--- src/rtl/rs_unit_multi.sv ---
// rs_unit_multi -- shared reservation station feeding NUM_CLASSES functional
// unit classes.
//
// Ports:
//   clk, reset (sync, active-high), flush (sync squash)
//   disp_*      : dispatch handshake and instruction fields
//   cdb_*       : result broadcast (wakes waiting operands, clears busy)
//   iss_valid/iss_ready : per-class issue handshake
//   iss_op/opa/opb/dst/tag : packed per-class payloads, class c at slice c
//   occupancy   : number of valid entries
module rs_unit_multi #(
   parameter int unsigned RS_ENTRIES  = 8,
   parameter int unsigned NUM_CLASSES = 2,
   parameter int unsigned VAL_W       = 32,
   parameter int unsigned PREG_W      = 6,
   parameter int unsigned TAG_W       = 5,
   parameter int unsigned OP_W        = 8
) (
   input  logic                                              clk,
   input  logic                                              reset,
   input  logic                                              flush,
   input  logic                                              disp_valid,
   output logic                                              disp_ready,
   input  logic [(NUM_CLASSES > 1 ? $clog2(NUM_CLASSES) : 1)-1:0] disp_class,
   input  logic [OP_W-1:0]                                   disp_op,
   input  logic [PREG_W-1:0]                                 disp_src1_addr,
   input  logic [PREG_W-1:0]                                 disp_src2_addr,
   input  logic [VAL_W-1:0]                                  disp_src1_val,
   input  logic [VAL_W-1:0]                                  disp_src2_val,
   input  logic                                              disp_src2_is_imm,
   input  logic [VAL_W-1:0]                                  disp_imm,
   input  logic [PREG_W-1:0]                                 disp_dst_addr,
   input  logic                                              disp_dst_wr,
   input  logic [TAG_W-1:0]                                  disp_tag,
   input  logic                                              cdb_valid,
   input  logic [PREG_W-1:0]                                 cdb_preg,
   input  logic [VAL_W-1:0]                                  cdb_val,
   output logic [NUM_CLASSES-1:0]                            iss_valid,
   input  logic [NUM_CLASSES-1:0]                            iss_ready,
   output logic [NUM_CLASSES*OP_W-1:0]                       iss_op,
   output logic [NUM_CLASSES*VAL_W-1:0]                      iss_opa,
   output logic [NUM_CLASSES*VAL_W-1:0]                      iss_opb,
   output logic [NUM_CLASSES*PREG_W-1:0]                     iss_dst,
   output logic [NUM_CLASSES*TAG_W-1:0]                      iss_tag,
   output logic [$clog2(RS_ENTRIES+1)-1:0]                   occupancy
);

   localparam int unsigned CLS_W = (NUM_CLASSES > 1) ? $clog2(NUM_CLASSES) : 1;
   localparam int unsigned IDX_W = $clog2(RS_ENTRIES);
   localparam int unsigned OCC_W = $clog2(RS_ENTRIES+1);
   localparam int unsigned NPREG = 1 << PREG_W;

   // entry state
   logic [RS_ENTRIES-1:0] r_valid;
   logic [RS_ENTRIES-1:0] r_pa;
   logic [RS_ENTRIES-1:0] r_pb;
   logic [CLS_W-1:0]      r_cls [RS_ENTRIES];
   logic [OP_W-1:0]       r_op  [RS_ENTRIES];
   logic [VAL_W-1:0]      r_va  [RS_ENTRIES];
   logic [VAL_W-1:0]      r_vb  [RS_ENTRIES];
   logic [PREG_W-1:0]     r_wa  [RS_ENTRIES];
   logic [PREG_W-1:0]     r_wb  [RS_ENTRIES];
   logic [PREG_W-1:0]     r_dst [RS_ENTRIES];
   logic [TAG_W-1:0]      r_tag [RS_ENTRIES];
   // r_older[j][i] = entry j was accepted before entry i. A relative-age matrix
   // never wraps, so ordering survives unlimited dispatch/issue sequences.
   logic [RS_ENTRIES-1:0] r_older [RS_ENTRIES];
   logic [NPREG-1:0]      r_busy;

   logic                  w_accept;
   logic [IDX_W-1:0]      w_free_idx;
   logic                  w_s1_cdb, w_s2_cdb;
   logic                  w_s1_pend, w_s2_pend;
   logic [VAL_W-1:0]      w_s1_val, w_s2_val;
   logic [RS_ENTRIES-1:0] w_rdy;
   logic [RS_ENTRIES-1:0] w_sel [NUM_CLASSES];
   logic [RS_ENTRIES-1:0] w_issue_clr;
   logic [OCC_W-1:0]      w_occ;

   // free slot search works on registered valid bits only, so a slot vacated
   // by this cycle's issue is not reused until the next cycle
   assign disp_ready = ~&r_valid;
   assign w_accept   = disp_valid && disp_ready;

   always_comb begin
      w_free_idx = '0;
      for (int unsigned i = RS_ENTRIES; i > 0; i--) begin
         if (!r_valid[i-1]) w_free_idx = IDX_W'(i-1);
      end
   end

   // operand capture at dispatch, with same-cycle CDB bypass
   always_comb begin
      w_s1_cdb  = cdb_valid && (cdb_preg == disp_src1_addr);
      w_s2_cdb  = cdb_valid && (cdb_preg == disp_src2_addr);
      w_s1_pend = r_busy[disp_src1_addr] && !w_s1_cdb;
      w_s2_pend = !disp_src2_is_imm && r_busy[disp_src2_addr] && !w_s2_cdb;
      w_s1_val  = w_s1_cdb ? cdb_val : disp_src1_val;
      if (disp_src2_is_imm) w_s2_val = disp_imm;
      else if (w_s2_cdb)    w_s2_val = cdb_val;
      else                  w_s2_val = disp_src2_val;
   end

   // per-class oldest-ready select: a ready entry wins unless some other ready
   // entry of the same class is older; payload is an AND-OR of the one-hot pick
   always_comb begin
      w_rdy       = r_valid & ~r_pa & ~r_pb;
      w_issue_clr = '0;
      iss_valid   = '0;
      iss_op      = '0;
      iss_opa     = '0;
      iss_opb     = '0;
      iss_dst     = '0;
      iss_tag     = '0;
      for (int unsigned c = 0; c < NUM_CLASSES; c++) begin
         w_sel[c] = '0;
         for (int unsigned i = 0; i < RS_ENTRIES; i++) begin
            if (w_rdy[i] && (r_cls[i] == CLS_W'(c))) begin
               w_sel[c][i] = 1'b1;
               for (int unsigned j = 0; j < RS_ENTRIES; j++) begin
                  if (w_rdy[j] && (r_cls[j] == CLS_W'(c)) && r_older[j][i])
                     w_sel[c][i] = 1'b0;
               end
            end
         end
         iss_valid[c] = |w_sel[c];
         for (int unsigned i = 0; i < RS_ENTRIES; i++) begin
            if (w_sel[c][i]) begin
               iss_op [c*OP_W   +: OP_W]   = r_op[i];
               iss_opa[c*VAL_W  +: VAL_W]  = r_va[i];
               iss_opb[c*VAL_W  +: VAL_W]  = r_vb[i];
               iss_dst[c*PREG_W +: PREG_W] = r_dst[i];
               iss_tag[c*TAG_W  +: TAG_W]  = r_tag[i];
            end
         end
         if (iss_ready[c]) w_issue_clr = w_issue_clr | w_sel[c];
      end
   end

   always_comb begin
      w_occ = '0;
      for (int unsigned i = 0; i < RS_ENTRIES; i++) w_occ = w_occ + OCC_W'(r_valid[i]);
   end
   assign occupancy = w_occ;

   // control state: valid bits and register busy table
   always_ff @(posedge clk) begin
      if (reset || flush) begin
         r_valid <= '0;
         r_busy  <= '0;
      end else begin
         r_valid <= r_valid & ~w_issue_clr;
         if (cdb_valid) r_busy[cdb_preg] <= 1'b0;
         if (w_accept) begin
            r_valid[w_free_idx] <= 1'b1;
            // written after the CDB clear so a same-cycle set wins
            if (disp_dst_wr && (disp_dst_addr != '0)) r_busy[disp_dst_addr] <= 1'b1;
         end
      end
   end

   // entry payload, wakeup and age; only meaningful while the entry is valid
   always_ff @(posedge clk) begin
      for (int unsigned i = 0; i < RS_ENTRIES; i++) begin
         if (cdb_valid && r_valid[i] && r_pa[i] && (r_wa[i] == cdb_preg)) begin
            r_pa[i] <= 1'b0;
            r_va[i] <= cdb_val;
         end
         if (cdb_valid && r_valid[i] && r_pb[i] && (r_wb[i] == cdb_preg)) begin
            r_pb[i] <= 1'b0;
            r_vb[i] <= cdb_val;
         end
      end
      if (w_accept) begin
         r_cls[w_free_idx]   <= disp_class;
         r_op[w_free_idx]    <= disp_op;
         r_va[w_free_idx]    <= w_s1_val;
         r_vb[w_free_idx]    <= w_s2_val;
         r_pa[w_free_idx]    <= w_s1_pend;
         r_pb[w_free_idx]    <= w_s2_pend;
         r_wa[w_free_idx]    <= disp_src1_addr;
         r_wb[w_free_idx]    <= disp_src2_addr;
         r_dst[w_free_idx]   <= disp_dst_addr;
         r_tag[w_free_idx]   <= disp_tag;
         r_older[w_free_idx] <= '0;
         for (int unsigned j = 0; j < RS_ENTRIES; j++) begin
            if (IDX_W'(j) != w_free_idx) r_older[j][w_free_idx] <= 1'b1;
         end
      end
   end

endmodule

--- config.mk ---
export PLATFORM = sky130hd
export DESIGN_NAME = rs_unit_multi
export DESIGN_NICKNAME = d
export VERILOG_FILES = /design/src/rtl/rs_unit_multi.sv
export SDC_FILE = /design/constraint.sdc
export NUM_CORES = 2
export LEC_CHECK = 0
export ABC_AREA = 1
export CAP_MARGIN = 20
export CORE_MARGIN = 2
export CORE_UTILIZATION = 31
export CTS_BUF_LIST = sky130_fd_sc_hd__clkbuf_16
export DETAILED_ROUTE_END_ITERATION = 16
export GPL_ROUTABILITY_DRIVEN = 0
export GPL_TIMING_DRIVEN = 0
export PLACE_DENSITY = 0.54
export SETUP_SLACK_MARGIN = 0.1
export SKIP_LAST_GASP = 1
export SLEW_MARGIN = 40
export SYNTH_ARGS = -nofsm -noshare
export SYNTH_HDL_FRONTEND = slang
export SYNTH_SLANG_ARGS = --single-unit
--- constraint.sdc ---
create_clock -name clk -period 6.9 [get_ports clk]
set_input_delay 0.69 -clock clk [delete_from_list [all_inputs] [get_ports clk]]
set_output_delay 0.69 -clock clk [all_outputs]
set_load 0.02 [all_outputs]
# Word level (Yosys, flattened, before mapping)
# Memories as Yosys holds them, arrays and structs flattened.
# Cells that the tools add are included.
# word_totals
mem_bits_rw,832
memories,9
elab_cells,606
inputBits,175
register_bits,88
# mem_list
memory,words,word_bits,read_ports,rd_ports_with_merged_regs,wr,line_no,rtl
r_va,8,32,8,0,9,59,logic [VAL_W-1:0] r_va [RS_ENTRIES];
r_vb,8,32,8,0,9,60,logic [VAL_W-1:0] r_vb [RS_ENTRIES];
r_older,8,8,8,0,9,67,logic [RS_ENTRIES-1:0] r_older [RS_ENTRIES];
r_op,8,8,8,0,1,58,logic [OP_W-1:0] r_op [RS_ENTRIES];
r_dst,8,6,8,0,1,63,logic [PREG_W-1:0] r_dst [RS_ENTRIES];
r_wa,8,6,8,0,1,61,logic [PREG_W-1:0] r_wa [RS_ENTRIES];
+3 memories,--,--,--,--,--,--,
# classes
addsub,7
eq_ne,25
muxes,330
order_cmp,8
bitwise_logic,19
reduce_logical,204
# ops
operator,n
2-to-1 mux 32 bit,35
2-to-1 mux 64 bit,4
2-to-1 mux 8 bit,29
2-to-1 mux 1 bit,215
logical AND 1 bit,194
== test 6 bit,18
2-to-1 mux 6 bit,16
2-to-1 mux 5 bit,16
AND 64 bit,1
inverter 64 bit,1
bitwise OR 64 bit,1
< comparator 6 x 7 -> 1 bit (second input constant),4
AND 8 bit,3
2-to-1 mux 3 bit,8
inverter 8 bit,3
adder 4 x 1 -> 4 bit,4
bitwise mux 8 bit,2
bitwise OR 8 bit,2
OR reduction 8 bit,2
binary-select mux 1 bit (select 6 bit),2
demux 1 bit (select 6 bit),2
>= comparator 6 x 1 -> 1 bit (second input constant),2
!= test 3 bit (first input constant),4
inverter 1 bit,8
other kinds (13),17

# Depth between registers and ports, before layout
# depth
ltp_word,22
ltp_mapped,18
mapped_depth_nobuf,17

# Worst setup path before layout
# OpenSTA, ideal clock, no wires.
# synth_timing
path_kind,input to register
startpoint,input port cdb_preg[2]
endpoint,memory r_vb[7][0] (enable)
stages,5
path_buffers,2
setup_time_ns,0.513
path_slack_ns,1.532
arrival_ns,4.855
path_cell_list,buf_2 > inv_1 > clkbuf_1 > o221ai_1 > o41ai_1
# synth_lines
item,line_no,rtl
start: declaration,36,"input logic [PREG_W-1:0] cdb_preg,"
end: declaration,60,

# Final worst setup path
# layout_timing
startpoint,register r_valid[7]
endpoint,output port iss_opb[61]
# layout_between
elab_chain_cells,14
word_cells_on_any_way,35
cone_classes,24 x mux; 2 x bitwise; 9 x reduce/logical
# layout_lines
item,line_no,rtl
start: declaration,54,logic [RS_ENTRIES-1:0] r_valid;
start signal: assignment,152,r_valid <= r_valid & ~w_issue_clr;
AND 8 bit (*) (2 in a row),107,w_rdy = r_valid & ~r_pa & ~r_pb;
logical AND 1 bit (*),"118, 121",
logical AND 1 bit,121,if (w_rdy[j] && (r_cls[j] == CLS_W'(c)) && r_older[j][i])
2-to-1 mux 1 bit,121,
2-to-1 mux 1 bit,118,if (w_rdy[i] && (r_cls[i] == CLS_W'(c))) begin
2-to-1 mux 32 bit (7 in a row),128,if (w_sel[c][i]) begin
2-to-1 mux 32 bit (*),128,
end: declaration,42,"output logic [NUM_CLASSES*VAL_W-1:0] iss_opb,"
# Every way passes the cells marked *; elsewhere a longest branch is shown, timed or not.

==> flow_summary.json <==
{
  "status": "completed",
  "p_leak_nw": 26.00,
  "clock-skew-final_ns": 0.06133,
  "synth_nets": 6987,
  "cts_root_buffer": "clkbuf_16",
  "drv_slew": 0,
  "clock.fmax_mhz": 167.5,
  "cts_tree": "done",
  "worstSkewPairLatency_ns": 0.79,
  "cts_buffer_depth": 3,
  "post-place-ws_ns": 1.890,
  "worstMarginPinSlew_ns": 0.9948,
  "final-hold-violation-count": 0,
  "grt_antenna_before_repair": 20,
  "holdWs_ns": 0.3537,
  "num_io_pins": 348,
  "cts.sinks": 920,
  "place_area_um2": 59310,
  "clkTransAtPathRegs_ns": 0.06,
  "vdd_drop_max_mv": 0.1865,
  "synth-seq-cells": 920,
  "drtIter0Drc": 8199,
  "ys_warn_count": 0,
  "path_depth": 11,
  "power_density_nw_per_um2": 206.1,
  "start_util": 0.3128,
  "syn_area_um2": 52370,
  "path_cells": "inv_1, nor2_2, nand3_1, nor4_1, nand2_1, inv_1, buf_2, clkbuf_1, nand2_1, nand2_1, clkdlybuf4s50_1",
  "postCtsHoldBufs": 0,
  "grt_setup_unrepaired": "false",
  "dp.cells": 9387,
  "min_period_ns": 5.970,
  "critPathMaxFanout": 10,
  "yosysTopAreaCell": "edfxtp_1",
  "slew_headroom": 0.3324,
  "avgSynthCellArea_um2": 7.697,
  "fin_area_um2": 62830,
  "critPathSlowestCell": "clkbuf_1",
  "layout-drive-gt1-share": 0.07599,
  "grt_max_degree": 42,
  "fin_ws_ns": 0.9296,
  "setup_violations": 0,
  "synth.distinct_cells": 42,
  "critPathBufInv": 5,
  "fin_total_pwr_mw": 12.95,
  "netlist_instances": 6804,
  "io_buffers": 308,
  "synth_top_area_frac": 0.4404,
  "reg2reg_slack_ns": 1.74,
  "dr.pass1.iters": 9,
  "crit_end": "iss_opb[61]",
  "dieWidth_um": 415.0,
  "drc_errors": 0,
  "ant_nets": 0,
  "vias": 53900,
  "cts_made_buffers": 107,
  "fin_util": 0.3753,
  "wire_per_inst_um": 27.89,
  "postCtsResizedCells": 0,
  "grt_usage": 0.2978,
  "cts_setup_buffers": 0,
  "grt_pass1_vias": 50660,
  "start_kind": "flop",
  "end_kind": "output port",
  "synthTopCellsByArea": "edfxtp_1 (44%), nand2_1 (12%), o21ai_0 (11%), inv_1 (6.2%), dfxtp_1 (5.8%)",
  "die_h_um": 415.0,
  "synth_seq_area_share": 0.4985,
  "setup_tns_ns": 0,
  "max_stage_delay_ns": 0.75,
  "vias_per_cell": 5.617,
  "overflow": 0,
  "r2r-start": "r_valid[5]",
  "rows": 150,
  "required_ns": 6.21,
  "core_um2": 167400,
  "timing.final.crit_share": 0.8653,
  "crit_type": "flop to output port",
  "instances_no_fill": 9596,
  "drt_wl_total_um": 267700,
  "max_cap_viol_count": 0,
  "dieArea_um2": 172200,
  "htreeDepth": 3,
  "grt_pass1_wl_um": 367600,
  "reg2reg_to": "r_vb[7][21]",
  "cp-startpoint": "r_valid[7]",
  "hpwl_um": 193500,
  "nNetsFinal": 7475,
  "reg2reg_depth": 15,
  "cp_top_family": "buffers and inverters",
  "cp.arrival_ns": 5.28,
  "hp-class": "input port to flop",
  "area_growth_pct": 19.98,
  "crit_top_cell": "nand2_1"
}
-- worst min path at each step --
stage | from | to | cells after the start
final | iss_ready[0] | r_valid[7] | 4
after global routing | iss_ready[0] | r_valid[7] | 4
after CTS | iss_ready[0] | r_valid[7] | 4
after detailed placement | r_older[6][6] | r_older[6][6] | 2
after global placement | r_older[6][6] | r_older[6][6] | 2
after floorplan | r_older[6][6] | r_older[6][6] | 2
-- kinds of logic after synthesis --
family	after synthesis	share of synthesized area
flops	920	0.4985
simple gates	2754	0.2101
xor+xnor	47	0.007860
buf+inv	1342	0.1008
compound gates	1733	0.1804
fa+ha+maj	8	0.002485
-- area by class of cell --
type | instances | area [µm²]
repair buffers | 379 | 3862
plain buffers | 453 | 2009
multi-input cells | 4542 | 21250
inverters | 889 | 3364
clock inverters | 92 | 757.0
fillers | 17130 | 104600
clock buffers | 108 | 2703
diodes | 9 | 22.52
well taps | 2204 | 2758
flip-flops and latches | 920 | 26110
-- cells in the final DEF (no fill, tap or decap), types with 154 or more instances in the layout --
cell type        netlist  final
edfxtp_1             768    768
inv_1                866    879
clkbuf_1             289    237
clkdlybuf4s50_1        0    307
nand2_1             1649   1641
nand3_1              222    222
o21ai_0             1179   1145
o211ai_1             169    169
buf_2                131    154
nor2_1               766    765
o21ai_1              181    205
-- Yosys cell counts (all sizes together) --
library cell and count:
a2111oi 8, a211oi 4, a21oi 82, a221oi 1, a31oi 2, buf 164, clkbuf 289, clkinv 7
dfxtp 152, edfxtp 768, fa 4, ha 4, inv 882, nand2 1654, nand3 230, nand4 29
nor2 774, nor3 39, nor3b 2, nor4 15, o211ai 169, o21ai 1390, o221ai 31, o22ai 40
o31ai 4, o41ai 2, or2 11, xnor2 17, xor2 30
-- state kept, by name (all words and copies together), names as in the netlist --
signal	cells
r_dst	48
r_busy	64
r_pb	8
r_pa	8
r_cls	8
r_op	64
r_wa	48
r_va	256
r_older	64
r_tag	40
r_vb	256
r_valid	8
r_wb	48
-- layer usage --
layer	vias to the layer above	wire length, µm	GRT usage	part of all wire
li1	23490	-	-	-
met4	14	23050	0.2247	0.086
met3	1010	33330	0.08359	0.12
met5	-	89	0	0.00033
met2	4090	115200	0.4520	0.43
met1	25300	95970	0.3584	0.36
-- where the power goes --
| group | total, mW | switching [mW] | leakage, nW | internal, mW |
|---|---|---|---|---|
| Clock | 5.80 | 2.58 | 1.78 | 3.22 |
| Sequential | 6.13 | 0.0291 | 8.21 | 6.10 |
| Combinational | 1.02 | 0.726 | 16.0 | 0.294 |
-- worst reg2reg max path, cell delays in order, from the launching register on --
cell and delay [ns]:
dfxtp_1 0.58, inv_2 0.18, nor3_1 0.31, nand3_1 0.23
nand2_1 0.60, nor2_1 0.25, nand2_1 0.32, buf_2 0.58
buf_2 0.58, o41ai_2 0.18, buf_2 0.22, buf_2 0.20
buf_2 0.18, buf_2 0.18, buf_4 0.19, buf_4 0.17
No activity file was read; power rests on OpenSTA's default activity.
